$ cat src/rtl/tnn_tree_walker.sv
// Sequential decision-tree walker: one node per cycle through an external comparator.
// Optional TNN_WALK_PATHLEN_EN adds a path_len output counting comparator uses per vector.
module tnn_tree_walker #(
  parameter int unsigned N_FEAT  = 11,
  parameter int unsigned FEAT_W  = 3,
  parameter int unsigned DEPTH   = 4,
  parameter int unsigned CLASS_W = 3,
  localparam int unsigned FIDX_W = $clog2(N_FEAT),
  localparam int unsigned NODES  = (1 << (DEPTH + 1)) - 1,
  localparam int unsigned AW     = $clog2(NODES),
  localparam int unsigned NW     = 1 + FIDX_W + FEAT_W + CLASS_W,
  localparam int unsigned PL_W   = $clog2(DEPTH + 1)
) (
  input  logic                     clk,
  input  logic                     rst,
  input  logic                     in_valid,
  output logic                     in_ready,
  input  logic [N_FEAT*FEAT_W-1:0] in_feat,
  output logic [FEAT_W-1:0]        cmp_a,
  output logic [FEAT_W-1:0]        cmp_b,
  input  logic                     cmp_gt,
  output logic                     out_valid,
  input  logic                     out_ready,
  output logic [CLASS_W-1:0]       out_class,
  input  logic                     cfg_we,
  input  logic [AW-1:0]            cfg_addr,
  input  logic [NW-1:0]            cfg_data,
  output logic                     cfg_busy
`ifdef TNN_WALK_PATHLEN_EN
  ,
  output logic [PL_W-1:0]          path_len
`endif
);

  localparam logic [1:0] IDLE = 2'd0;
  localparam logic [1:0] WALK = 2'd1;
  localparam logic [1:0] DONE = 2'd2;

  localparam int unsigned LEAF_BASE = (1 << DEPTH) - 1;
  // Out-of-range feature index in the reset word keeps cmp_a at 0 on an unconfigured tree.
  localparam logic [NW-1:0] RST_WORD = {1'b1, {FIDX_W{1'b1}}, {FEAT_W{1'b0}}, {CLASS_W{1'b0}}};

  logic [1:0]                state_q, state_d;
  logic [AW-1:0]             idx_q, idx_d;
  logic [N_FEAT*FEAT_W-1:0]  feat_q;
  logic [CLASS_W-1:0]        class_q;
  logic [NW-1:0]             node_q [NODES];

  logic [NW-1:0]      node;
  logic               node_is_leaf;
  logic               node_leaf;
  logic [FIDX_W-1:0]  node_fidx;
  logic [FEAT_W-1:0]  node_thr;
  logic [CLASS_W-1:0] node_cls;
  logic [FEAT_W-1:0]  sel_feat;
  logic               accept;

  assign node = node_q[idx_q];
  assign {node_is_leaf, node_fidx, node_thr, node_cls} = node;
  assign node_leaf = node_is_leaf | (idx_q >= AW'(LEAF_BASE));
  assign accept    = (state_q == IDLE) & in_valid;

  always_comb begin
    sel_feat = '0;
    for (int k = 0; k < N_FEAT; k++) begin
      if (node_fidx == FIDX_W'(k)) sel_feat = feat_q[k*FEAT_W +: FEAT_W];
    end
  end

  assign in_ready  = (state_q == IDLE);
  assign out_valid = (state_q == DONE);
  assign cfg_busy  = (state_q != IDLE);
  assign out_class = class_q;
  assign cmp_a     = (state_q == WALK) ? sel_feat : '0;
  assign cmp_b     = (state_q == WALK) ? node_thr : '0;

  always_comb begin
    state_d = state_q;
    idx_d   = idx_q;
    case (state_q)
      IDLE: begin
        if (in_valid) begin
          state_d = WALK;
          idx_d   = '0;
        end
      end
      WALK: begin
        if (node_leaf) begin
          state_d = DONE;
        end else begin
          idx_d = {idx_q[AW-2:0], 1'b0} + AW'(1) + AW'(cmp_gt);
        end
      end
      DONE: begin
        if (out_ready) state_d = IDLE;
      end
      default: state_d = IDLE;
    endcase
  end

  always_ff @(posedge clk) begin
    if (rst) begin
      state_q <= IDLE;
      idx_q   <= '0;
      feat_q  <= '0;
      class_q <= '0;
      for (int i = 0; i < NODES; i++) node_q[i] <= RST_WORD;
    end else begin
      state_q <= state_d;
      idx_q   <= idx_d;
      if (accept) feat_q <= in_feat;
      if ((state_q == WALK) && node_leaf) class_q <= node_cls;
      if (cfg_we && (state_q == IDLE) && (cfg_addr < AW'(NODES))) node_q[cfg_addr] <= cfg_data;
    end
  end

`ifdef TNN_WALK_PATHLEN_EN
  logic [PL_W-1:0] path_len_q;

  always_ff @(posedge clk) begin
    if (rst) begin
      path_len_q <= '0;
    end else if (accept) begin
      path_len_q <= '0;
    end else if ((state_q == WALK) && !node_leaf) begin
      path_len_q <= path_len_q + PL_W'(1);
    end
  end

  assign path_len = path_len_q;
`endif

endmodule

$ cat config.mk
export PLATFORM = sky130hd
export DESIGN_NAME = tnn_tree_walker
export DESIGN_NICKNAME = d
export VERILOG_FILES = /design/src/rtl/tnn_tree_walker.sv
export SDC_FILE = /design/constraint.sdc
export NUM_CORES = 1
export LEC_CHECK = 0
export ABC_AREA = 0
export CAP_MARGIN = 25
export CORE_MARGIN = 5
export CORE_UTILIZATION = 45
export DETAILED_ROUTE_END_ITERATION = 6
export PLACE_DENSITY_LB_ADDON = 0.2
export RECOVER_POWER = 50
export SLEW_MARGIN = 20
export SYNTH_ARGS = -nofsm -noshare
export SYNTH_HDL_FRONTEND = slang
export SYNTH_SLANG_ARGS = --single-unit
$ cat constraint.sdc
create_clock -name clk -period 3.4 [get_ports clk]
set_input_delay 0.68 -clock clk [delete_from_list [all_inputs] [get_ports clk]]
set_output_delay 0.68 -clock clk [all_outputs]
set_load 0.01 [all_outputs]
**Yosys cells after proc, flatten, opt, wreduce, memory -nomap -nowiden**

Memory sizes are Yosys's and may differ from the RTL's. A register that Yosys moved wholly into a read port is not among the register bits.
Index checks and enable logic that the tools add are counted.

- Bits of input ports: 55
- Bits in read-only memories: 0
- Bits in registers: 43
- Output and inout port bits: 12
- Memories: 1
- RAM bits: 341
- Latch bits: 0

- Add/subtract/negate cells: 2
- Muxes and demuxes: 30
- Eq/ne operators: 16
- $lt $le $gt $ge: 2
- Reduce and logical (&&, ||, !) cells: 10
- Bitwise operators: 2
- $mul: 0
- Shift operators: 0
- Div/mod/pow operators: 0

Memory list:

| name | depth | bits a word | read ports | clocked after memory_dff | write ports | line | RTL |
|---|---|---|---|---|---|---|---|
| node_q | 31 | 11 | 1 | 1 | 31 | 47 | `logic [NW-1:0] node_q [NODES];` |

Operator list:

| kind | number |
|---|---|
| 2-to-1 mux 3 bit | 13 |
| 2-to-1 mux 5 bit | 5 |
| equality test 4 x 3 -> 1 bit (second input constant) | 4 |
| equality test 4 bit (second input constant) | 3 |
| 2-to-1 mux 11 bit | 1 |
| OR reduction 11 bit | 1 |
| one-hot mux 5 bit (2 select lines) | 1 |
| equality test 4 x 2 -> 1 bit (second input constant) | 2 |
| 2-to-1 mux 1 bit | 6 |
| 2-to-1 mux 2 bit | 3 |
| inequality test 2 bit (second input constant) | 3 |
| one-hot mux 2 bit (3 select lines) | 1 |
| AND reduction 3 bit | 2 |
| adder 5 x 1 -> 5 bit | 1 |
| adder 5 x 1 -> 5 bit (second input constant) | 1 |
| >= comparator 5 x 4 -> 1 bit (second input constant) | 1 |
| less-than comparator 5 bit (second input constant) | 1 |
| equality test 4 x 1 -> 1 bit (second input constant) | 1 |
| logical NOT 4 bit | 1 |
| nonzero test 2 bit | 2 |
| logical AND 1 bit | 3 |
| equality test 2 x 1 -> 1 bit (second input constant) | 1 |
| equality test 2 bit (second input constant) | 1 |
| logical NOT 2 bit | 1 |
| 3 further kinds | 3 |

**Depth between registers and ports, before layout**

Gate-level depths: netlist (run 1).

- Depth after elaboration: 13
- Depth in mapped cells: 11
- Mapped depth without buffers: 7

**Worst setup path after synthesis (run 1)**

Ideal clock, no wire load.

- Kind: reg-to-output
- From: register (tool-made name)
- To: output port cmp_a[0]
- Arrival time: 2865 ps
- Stages on the path, launching flop included: 10
- Path slack: -145 ps
- Buffers on the path: 3
- Cells stage by stage: dfxtp_1 -> buf_2 -> clkbuf_1 -> mux4_2 -> mux4_2 -> mux2i_1 -> buf_2 -> or2b_1 -> o21ai_1 -> o41ai_1

RTL lines:

| element | line | RTL |
|---|---|---|
| end: declaration | 19 | `output logic [FEAT_W-1:0] cmp_a,` |

==> flow_metrics.tcl, run 1 <==
set metrics [dict create \
    rsz0062_at_grt "yes" \
    powerDensity_mw_per_mm2 502 \
    min_path_cells 2 \
    yosysWarnings 0 \
    hold_end "feat_q[16]" \
    grt_use_met3_pct 4.16 \
    vdd_drop_max_v 0.000240 \
    die_h_um 211 \
    p_switching_mw 2.44 \
    seqPwrFrac_pct 50.5 \
    endpoint_kind "output pin" \
    synthTopCellsByArea "edfxtp_1 58%, mux4_2 13%, and2_1 6.4%, or3_1 5.6%, dfxtp_1 5.3%" \
    cpMaxStageDelayCell "mux4_2" \
    cts.sinks 400 \
    run_status "complete, but fails checks" \
    power.static_leakage_nw 6.78 \
    final.setup.tns_ns -3.07 \
    dp_cells 1857 \
    cts_root_buffer "clkbuf_16" \
    cp_max_fo 10 \
    core_area_sq_mm 0.0399 \
    drc_errors 0 \
    via_count 11037 \
    pwr-share-comb_pct 5.8 \
    synth_seq_cells 400 \
    clkPwrFrac_pct 43.6 \
    clock_path_buffers 3 \
    fmax_ghz 0.236 \
    grt_use_met2_pct 34.7 \
    violations "capacitance limit, slew limit, setup timing" \
    fin_worst_skew_ns 0.0235 \
    grt_max_degree 75 \
    holdCritStartpoint "feat_q[16]" \
    drtAntennaViolNets 0 \
    cp-start-kind "flip-flop" \
    first_pass_iters 5 \
    cp_cell_sequence "buf_12 > buf_4 > mux4_2 > mux4_2 > mux2i_4 > buf_6 > nand2b_1 > o21ai_1 > a221oi_2 > o41ai_2 > buf_2" \
    p_int_mw 8.49 \
    grt_pass1_vias 11095 \
    die_area_sq_mm 0.0446 \
    initial_core_util_pct 45.7 \
    grt_usage_pct 21.4 \
    use_met1_pct 30.1 \
    viasPerCell 5.60 \
    antenna_found_initial 1 \
    synth_area_per_cell_sq_um 14.4 \
    antenna_cells 0 \
    seq_area_sq_mm 0.0115 \
    multi_input_area_sq_mm 0.00636 \
    period_share_pct 125 \
    crit_required_ns 2.72 \
    fillers 3266 \
    path_buf_inv 4 \
    critical-path-max-stage-delay_ns 0.50 \
    drive_above_1_share_pct 23.7 \
    cts_tree "yes" \
    clkSlewWorstSetupHoldPaths_ns 0.06 \
    post-place-ws_ns -0.695 \
    drv_cap 7 \
    rows 73 \
    synth_cells 1262 \
    clk_latency_ns 0.56 \
    critical_path_arrival_ns 3.55 \
    grt_overflow 0 \
    setup_viol 8 \
    cp_top_family "multiplexers" \
    top_usage_layer "met2" \
    first_iter_violations 1207 \
    syn_to_final_growth_pct 19.6 \
    r2r_slack_ns -0.03 \
    synthFlopType "edfxtp_1" \
    min_period_ns 4.23 \
    cts_hold_buffers 0 \
    ios 67 \
    synth_edf_count 352 \
    fin_nets 1467 \
    cts_buffers 44 \
    worst_r2r_path_depth 15 \
    hold_class "flip-flop to flip-flop" \
    synth_seq_area_share_pct 63.3 \
    slew_viol_final 231 \
    route.final.wire_length_mm 48.1 \
    grt_pass1_wl_mm 71.2 \
    die_w_um 211 \
    async_reset_ff_share_pct 0 \
    htree_num_levels 2 \
    synth_cell_types 44 \
    hold_viol_final 0 \
    worst_pin_slew_ns 1.77 \
    synth_area_sq_mm 0.0182 \
    instances_no_fill 1972 \
    criticalPathCategory "flip-flop to output pin" \
    netlist_top_cells_count "352 x edfxtp_1, 187 x and2_1, 163 x or3_1" \
    switching_share_pct 22.3 \
    fin_hold_ws_ns 0.458 \
    numPortBuffers 66 \
    fin_ws_ns -0.834 \
    netlist.area_leader.share_pct 58.0 \
    post_drt_wl_per_cell_um 24.4 \
    synth_most_common_cell "edfxtp_1" \
    cpMostUsedCell "mux4_2" \
    max_slew_margin_pct -17.8 \
    cp.depth 11 \
    yosys.area.top_type "edfxtp_1" \
    place_congestion 0.833 \
    hpwl_mm 31.6 \
]
==> power groups by stage <==
stage | clock network [mW] | logic, mW | registers [mW]
after floorplan | 0 | 0.330 | 5.60
after global placement | 0 | 0.616 | 5.63
after detailed placement | 0 | 0.625 | 5.63
after CTS | 4.83 | 0.631 | 5.53
after global routing | 5.03 | 0.682 | 5.54
final | 4.77 | 0.634 | 5.53
==> layer usage <==
layer | up-vias | share of wire, %
li1 | 5022 | -
met1 | 5588 | 43
met2 | 365 | 48
met3 | 62 | 6.6
met4 | 0 | 2.1
met5 | - | 0
==> cell usage in the layout, fill, tap and decap left out, types with 6 or more instances in the layout <==
cell / instances
dlygate4sd3_1: 8
and2_1: 101
nor2b_1: 6
clkbuf_8: 6
clkbuf_16: 46
nand2_1: 86
clkdlybuf4s50_1: 48
buf_4: 68
nor2_1: 46
edfxtp_1: 352
and2_0: 86
inv_1: 6
clkbuf_2: 6
or3_1: 162
buf_6: 10
buf_12: 14
a21oi_1: 36
conb_1: 11
dfxtp_1: 45
clkinv_2: 11
or2_2: 26
nand2b_1: 6
mux4_2: 108
mux2i_1: 14
clkbuf_1: 47
==> stage by stage <==
stage	utilization (%)	power (mW)	instance area, sq um
final	54.6	10.9	21800
after global routing	54.6	11.2	21800
after CTS	54.1	11.0	21600
after detailed placement	50.2	6.25	20000
after global placement	50.2	6.24	20000
after floorplan	-	5.93	18300
==> area by class of cell <==
type / count / area share [%]
well taps: 525 / 3.01
inverters: 6 / 0.103
repair buffers: 205 / 8.12
clock inverters: 26 / 0.999
flip-flops and latches: 400 / 52.9
clock buffers: 56 / 5.64
multi-input cells: 754 / 29.2
==> registers in the layout, indices dropped and copies added, names as in the netlist, named ones only <==
| name | cells |
|---|---|
| node_q | 352 |
| feat_q | 33 |
| idx_q | 5 |
| out_class | 3 |
| state_q | 2 |
==> worst max-delay path by stage <==
stage / to / start
after floorplan: cmp_a[0] / flip-flop
after global placement: cmp_a[2] / flip-flop
after detailed placement: cmp_a[0] / flip-flop
after CTS: cmp_a[0] / flip-flop
after global routing: cmp_a[0] / flip-flop
final: cmp_a[0] / flip-flop
==> repair_timing <==
action / 4_1_cts / 5_1_grt
cloned: 0 / 1
endpoints found under the setup margin: 8 / 14
resized for setup: 25 / 39
pin swaps: 3 / 10
setup buffers: 7 / 27
==> cells by family after synthesis <==
kind of cell	share of synthesized area, %
AND/OR/NAND/NOR	17.0
buffers and inverters	2.73
AO/OA/AOI/OAI	2.15
other	0.0206
XOR/XNOR	0.144
multiplexers	14.6
flip-flops	63.3
adder cells (fa/ha/maj)	0.0687
==> tightest hold or removal path: cells and delay by family (launching register included) <==
family          cells  cell delay (ns)
compound gates      1             0.05
flops               1             0.31
simple gates        1             0.05
(Power assumes the default switching activity.)
==> run 2: changes to the inputs <==
--- a/config.mk
+++ b/config.mk
@@ -7,7 +7,6 @@
 export LEC_CHECK = 0
 export ABC_AREA = 0
 export CAP_MARGIN = 25
-export CORE_MARGIN = 5
 export CORE_UTILIZATION = 45
 export DETAILED_ROUTE_END_ITERATION = 6
 export PLACE_DENSITY_LB_ADDON = 0.2
==> run 2 against run 1 <==
Against the previous run:
- the run still ends with capacitance limit, slew limit, setup timing left
- via count down 0.65%
- critical endpoint is now cmp_a[1]
- highest routed layer unchanged
- wire length up 0.11%
- die area down 7.4%
==> flow_metrics.tcl, run 2 (synthesis gave the netlist of run 1 again) <==
set metrics [dict create \
    run_status "complete, but fails checks" \
    violations "capacitance limit, slew limit, setup timing" \
    drc_errors 0 \
    hold_viol_final 0 \
    antenna_found_initial 0 \
    cts.sinks 400 \
    rows 73 \
    grt_pass1_wl_mm 71.6 \
    drtAntennaViolNets 0 \
    fin_ws_ns -0.771 \
    critical-path-max-stage-delay_ns 0.55 \
    path_buf_inv 3 \
    grt_pass1_vias 11096 \
    first_iter_violations 862 \
    powerDensity_mw_per_mm2 507 \
    largest_reg_flops 352 \
    route.final.wire_length_mm 48.2 \
    clkSlewWorstSetupHoldPaths_ns 0.06 \
    cts_tree "yes" \
    vdd_drop_max_v 0.000290 \
    via_count 10965 \
    clock_path_buffers 3 \
    clk_latency_ns 0.55 \
    finalPower_mw 10.9 \
    cts_hold_buffers 0 \
    critical_path_arrival_ns 3.49 \
    hpwl_mm 31.4 \
    power.static_leakage_nw 6.62 \
    cp_max_fo 8 \
    grt_usage_pct 23.7 \
    switching_share_pct 21.9 \
    cts_root_buffer "clkbuf_16" \
    p_int_mw 8.49 \
    fin_worst_skew_ns 0.0208 \
    die_h_um 203 \
    final_common_cell "edfxtp_1" \
    fin_nets 1439 \
    regMostFlops "node_q" \
    viasPerCell 5.65 \
    hold_class "flip-flop to flip-flop" \
    criticalPathCategory "flip-flop to output pin" \
    final_cell_mix "352 x edfxtp_1, 160 x or3_1, 116 x and2_1" \
    htree_num_levels 2 \
    clkPwrFrac_pct 43.5 \
    initial_core_util_pct 45.8 \
    drive_above_1_share_pct 22.1 \
    syn_to_final_growth_pct 17.8 \
    crit_required_ns 2.72 \
    use_met1_pct 31.6 \
    fin_hold_ws_ns 0.458 \
    first_pass_iters 4 \
    post_drt_wl_per_cell_um 24.8 \
    grt_max_degree 75 \
    placed_area_sq_mm 0.0200 \
    min_period_ns 4.17 \
    r2r_slack_ns 0.14 \
    max_slew_margin_pct -26.9 \
    endpoint_kind "output pin" \
    cts_buffers 43 \
    cp_cell_sequence "buf_12 > mux4_2 > mux4_2 > mux2i_4 > buf_12 > mux2_4 > or3_4 > o311ai_2 > o31ai_2 > buf_2" \
    top_regs "node_q: 352 flops, feat_q: 33 flops, idx_q: 5 flops" \
    core_area_sq_mm 0.0398 \
    place_congestion 0.853 \
    cpMaxStageDelayCell "mux4_2" \
    slew_viol_final 231 \
    numPortBuffers 66 \
    cp_top_family "multiplexers" \
    top_usage_layer "met2" \
    setup_viol 6 \
    period_share_pct 123 \
    grt_use_met3_pct 5.34 \
    p_switching_mw 2.38 \
    pwr-share-comb_pct 5.7 \
    worst_pin_slew_ns 1.90 \
    die_area_sq_mm 0.0413 \
    antenna_cells 0 \
    die_w_um 203 \
    grt_use_met2_pct 37.9 \
    ios 67 \
    final_cell_area_sq_mm 0.0215 \
    rsz0062_at_grt "yes" \
    seqPwrFrac_pct 50.8 \
    cp-start-kind "flip-flop" \
    drv_cap 7 \
    grt_overflow 0 \
    fmax_ghz 0.240 \
]
## run 2: cell type report
type	instances	area, sq um
fillers	3300	18400
flip-flops and latches	400	11500
multi-input cells	754	6340
repair buffers	178	1490
clock buffers	56	1210
well taps	525	657
clock inverters	20	201
inverters	6	22.5
## run 2: power by group through the flow
stage	clock network, mW	logic (mW)	registers [mW]
floorplan	0	0.330	5.60
global placement	0	0.620	5.63
detailed placement	0	0.626	5.63
CTS	4.79	0.632	5.53
global route	4.96	0.666	5.54
finish	4.73	0.621	5.53
## run 2: metrics by stage
stage | setup TNS [ns] | setup slack [ns] | std cells | utilization, %
3_5_place_dp | -2.65 | -0.610 | 1856 | 50.2
6_report | -2.95 | -0.771 | 1939 | 53.9
2_1_floorplan | 0 | 0.0168 | 1272 | -
5_1_grt | -3.46 | -0.832 | 1939 | 53.9
4_1_cts | -4.37 | -0.761 | 1936 | 53.9
3_3_place_gp | -2.72 | -0.594 | 1856 | 50.2
## run 2: repair_timing
action	CTS	global route
setup endpoints to repair	12	10
pin swaps	3	6
endpoints found under the hold margin	0	0
cloned	0	2
setup buffers	4	1
gates resized for setup	22	29
## run 2: tightest hold or removal path, cell delays in order (launching register included)
cell and delay (ns):
dfxtp_1 0.31, nand2_1 0.05, a21oi_1 0.05
## run 2: path summary, 6_finish.rpt
kind              from   endpoint  cells past startpoint
max          flip-flop   cmp_a[1]                     10
max reg2reg  flip-flop  flip-flop                     10
min          feat_q[4]  feat_q[4]                      2
min reg2reg  feat_q[4]  feat_q[4]                      2
## run 2: layer usage
layer / routed length (um) / part of all wire [%] / up-vias
li1: - / - / 4944
met1: 19900 / 41 / 5555
met2: 23000 / 48 / 385
met3: 3470 / 7.2 / 81
met4: 1770 / 3.7 / 0
met5: 0 / 0 / -
==> run 3: changes to the inputs <==
--- a/config.mk
+++ b/config.mk
@@ -5,10 +5,11 @@
 export SDC_FILE = /design/constraint.sdc
 export NUM_CORES = 1
 export LEC_CHECK = 0
-export ABC_AREA = 0
+export ABC_AREA = 1
 export CAP_MARGIN = 25
 export CORE_UTILIZATION = 45
 export DETAILED_ROUTE_END_ITERATION = 6
+export GPL_ROUTABILITY_DRIVEN = 1
 export PLACE_DENSITY_LB_ADDON = 0.2
 export RECOVER_POWER = 50
 export SLEW_MARGIN = 20
==> run 3 against run 2 <==
Against the previous run:
- the run ends with setup timing left
- utilization increased by 3.0 points
- critical path depth rose by 6
- synthesized cell count rose by 48%
- critical path type unchanged
- wire length increased by 9.0%
- worst setup slack better by 0.66 ns
- combinational power grew to 3.3 times the previous value
- final cell count grew 33%
- via count up 31%
- largest cell class unchanged
- non-clock buffer count is 55 higher
- highest routed layer is now met5
- critical endpoint unchanged
==> flow_metrics.tcl, run 3 <==
set metrics [dict create \
    fin_worst_skew_ns 0.0125 \
    min_period_ns 3.51 \
    critical-path-max-stage-delay_ns 0.39 \
    regMostFlops "node_q" \
    criticalPathCategory "flip-flop to output pin" \
    routed-wl-met2_mm 24.1 \
    clk_latency_ns 0.55 \
    finalPower_mw 12.1 \
    cts_buffers 42 \
    fin_nets 2087 \
    cp-start-kind "flip-flop" \
    core_area_sq_mm 0.0390 \
    largest_reg_flops 352 \
    switching_share_pct 27.1 \
    crit_required_ns 2.72 \
    hpwl_mm 33.1 \
    critical_path_arrival_ns 2.83 \
    setup_viol 3 \
    run_status "complete, but fails checks" \
    synth_edf_count 352 \
    yosysWarnings 0 \
    p_switching_mw 3.27 \
    grt_pass1_wl_mm 79.1 \
    clkSlewWorstSetupHoldPaths_ns 0.06 \
    viasPerCell 5.55 \
    cts_root_buffer "clkbuf_16" \
    drive_above_1_share_pct 15.9 \
    powerDensity_mw_per_mm2 544 \
    met3_length_mm 4.53 \
    placed_area_sq_mm 0.0199 \
    ios 67 \
    first_pass_iters 5 \
    seqPwrFrac_pct 46.1 \
    violations "setup timing" \
    clock_path_buffers 3 \
    synth_area_per_cell_sq_um 9.61 \
    synth_seq_area_share_pct 64.3 \
    synth_area_sq_mm 0.0179 \
    first_iter_violations 1567 \
    drv_cap 0 \
    route.final.wire_length_mm 52.5 \
    hold_class "flip-flop to flip-flop" \
    pwr-share-comb_pct 16.9 \
    via_count 14320 \
    holdCritStartpoint "feat_q[6]" \
    antenna_cells 0 \
    grt_usage_pct 25.4 \
    max_slew_margin_pct 10.2 \
    slew_viol_final 0 \
    power.static_leakage_nw 8.12 \
    cts_hold_buffers 0 \
    drt-met1-wl_mm 22.1 \
    post-place-ws_ns -0.0720 \
    cpMostUsedCell "nand2_2" \
    grt_overflow 0 \
    antenna_found_initial 1 \
    die_h_um 202 \
    grt_pass1_vias 13783 \
    die_w_um 202 \
    netlist_top_cells_count "430 x nor2_1, 408 x nand2_1, 352 x edfxtp_1" \
    clkPwrFrac_pct 37.0 \
    top_layer "met5" \
    p_int_mw 8.81 \
    cts_tree "yes" \
    hold_viol_final 0 \
    final_common_cell "nor2_1" \
    place_congestion 0.859 \
    synth_cells 1864 \
    cts.sinks 400 \
    numPortBuffers 66 \
    drtAntennaViolNets 0 \
    die_area_sq_mm 0.0406 \
    synth_seq_cells 400 \
    synthTopCellsByArea "edfxtp_1 59%, nor2_1 9.0%, nand2_1 8.5%, dfxtp_1 5.4%, o21ai_0 4.2%" \
    netlist.area_leader.share_pct 59.0 \
    rows 72 \
    yosys.area.top_type "edfxtp_1" \
    post_drt_wl_per_cell_um 20.3 \
    cp_cell_sequence "buf_12 > buf_16 > nand2_1 > nand3_2 > nand3_2 > nand2_2 > nand2_2 > nand3_4 > buf_4 > a21oi_1 > buf_4 > nand2_2 > or2_2 > nand2_1 > a21oi_2 > buf_2" \
    final_cell_mix "428 x nor2_1, 354 x nand2_1, 352 x edfxtp_1" \
    fmax_ghz 0.285 \
    period_share_pct 103 \
    final_cell_area_sq_mm 0.0222 \
    rsz0062_at_grt "yes" \
    initial_core_util_pct 45.9 \
    cpMaxStageDelayCell "dfxtp_4" \
    cp_max_fo 8 \
    worst_pin_slew_ns 1.35 \
    final.setup.tns_ns -0.256 \
    synth_cell_types 37 \
    htree_num_levels 2 \
    synth_most_common_cell "nor2_1" \
    vdd_drop_max_v 0.000277 \
    top_regs "node_q: 352 flops, feat_q: 33 flops, idx_q: 5 flops" \
    synthFlopType "edfxtp_1" \
    fin_ws_ns -0.111 \
    drc_errors 0 \
    endpoint_kind "output pin" \
    post-route-util_pct 56.9 \
    grt_max_degree 69 \
    async_reset_ff_share_pct 0 \
    syn_to_final_growth_pct 23.9 \
]
-- run 3: cell count changes after synthesis, moves of 12 or more --
cell      previous run  this run
o22ai_1              0        12
mux2i_1             15         0
o221ai_1             1        38
nand2_1             86       408
a21oi_1             39        15
and2_1             187         1
inv_1                6        82
or2_2               32         1
nor2_1              46       430
or3_1              163         0
o21ai_0              0       151
mux4_2             108         0
nand3_1              4       147
-- run 3: repair_timing --
| item | in CTS | in global routing |
|---|---|---|
| gates resized for setup | 83 | 110 |
| cloned | 7 | 8 |
| pin swaps | 11 | 41 |
| endpoints found under the hold margin | 0 | 0 |
| setup endpoints to repair | 6 | 6 |
| setup buffers | 6 | 7 |
-- run 3: worst max-delay path, delay by kind of cell (launching register included) --
| family | cells | cell delay [ns] |
|---|---|---|
| AND/OR/NAND/NOR | 9 | 0.93 |
| buffers and inverters | 5 | 0.76 |
| flip-flops | 1 | 0.39 |
| AO/OA/AOI/OAI | 2 | 0.20 |
-- run 3: per-stage QoR --
step | cells | hold slack, ns
after global routing | 2582 | 0.497
after floorplan | 1874 | 0.430
after global placement | 2477 | 0.470
after CTS | 2567 | 0.491
after detailed placement | 2477 | 0.482
final | 2582 | 0.477
-- run 3: cells by family (layout without fill, tap and decap cells) --
family	after synthesis	after routing	synth area share, %
compound gates	245	245	8.00
fa+ha+maj	1	1	0.0698
buf+inv	208	398	5.03
flops	400	400	64.3
other cells	1	11	0.0209
simple gates	1009	1009	22.5
-- run 3: layout make-up --
cell class / instances / area [sq um]
clock buffer: 51 / 1120
multi-input combinational: 1266 / 6110
fill: 3351 / 16800
clock inverter: 26 / 204
timing repair buffer: 233 / 2240
sequential: 400 / 11500
tap: 518 / 648
inverter: 88 / 348
-- run 3: final timing paths --
path                     to  slack [ns]  cells past startpoint
setup / recovery   cmp_a[1]       -0.11                     16
hold reg to reg   feat_q[6]        0.48                      2
hold / removal    feat_q[6]        0.48                      2
setup reg to reg  flip-flop        0.52                     15
-- run 3: power groups by stage --
stage                     Clock (mW)  Sequential [mW]  Combinational [mW]
after detailed placement           0             5.67                1.60
final                           4.47             5.57                2.04
after global placement             0             5.67                1.59
after CTS                       4.50             5.57                1.82
after global routing            4.68             5.58                2.19
after floorplan                    0             5.64               0.951
-- run 3: metal layers --
layer | global-route usage, % | vias to the layer above
li1 | - | 6662
met1 | 35.2 | 6934
met2 | 40.3 | 615
met3 | 4.20 | 107
met4 | 9.36 | 2
met5 | 0 | -
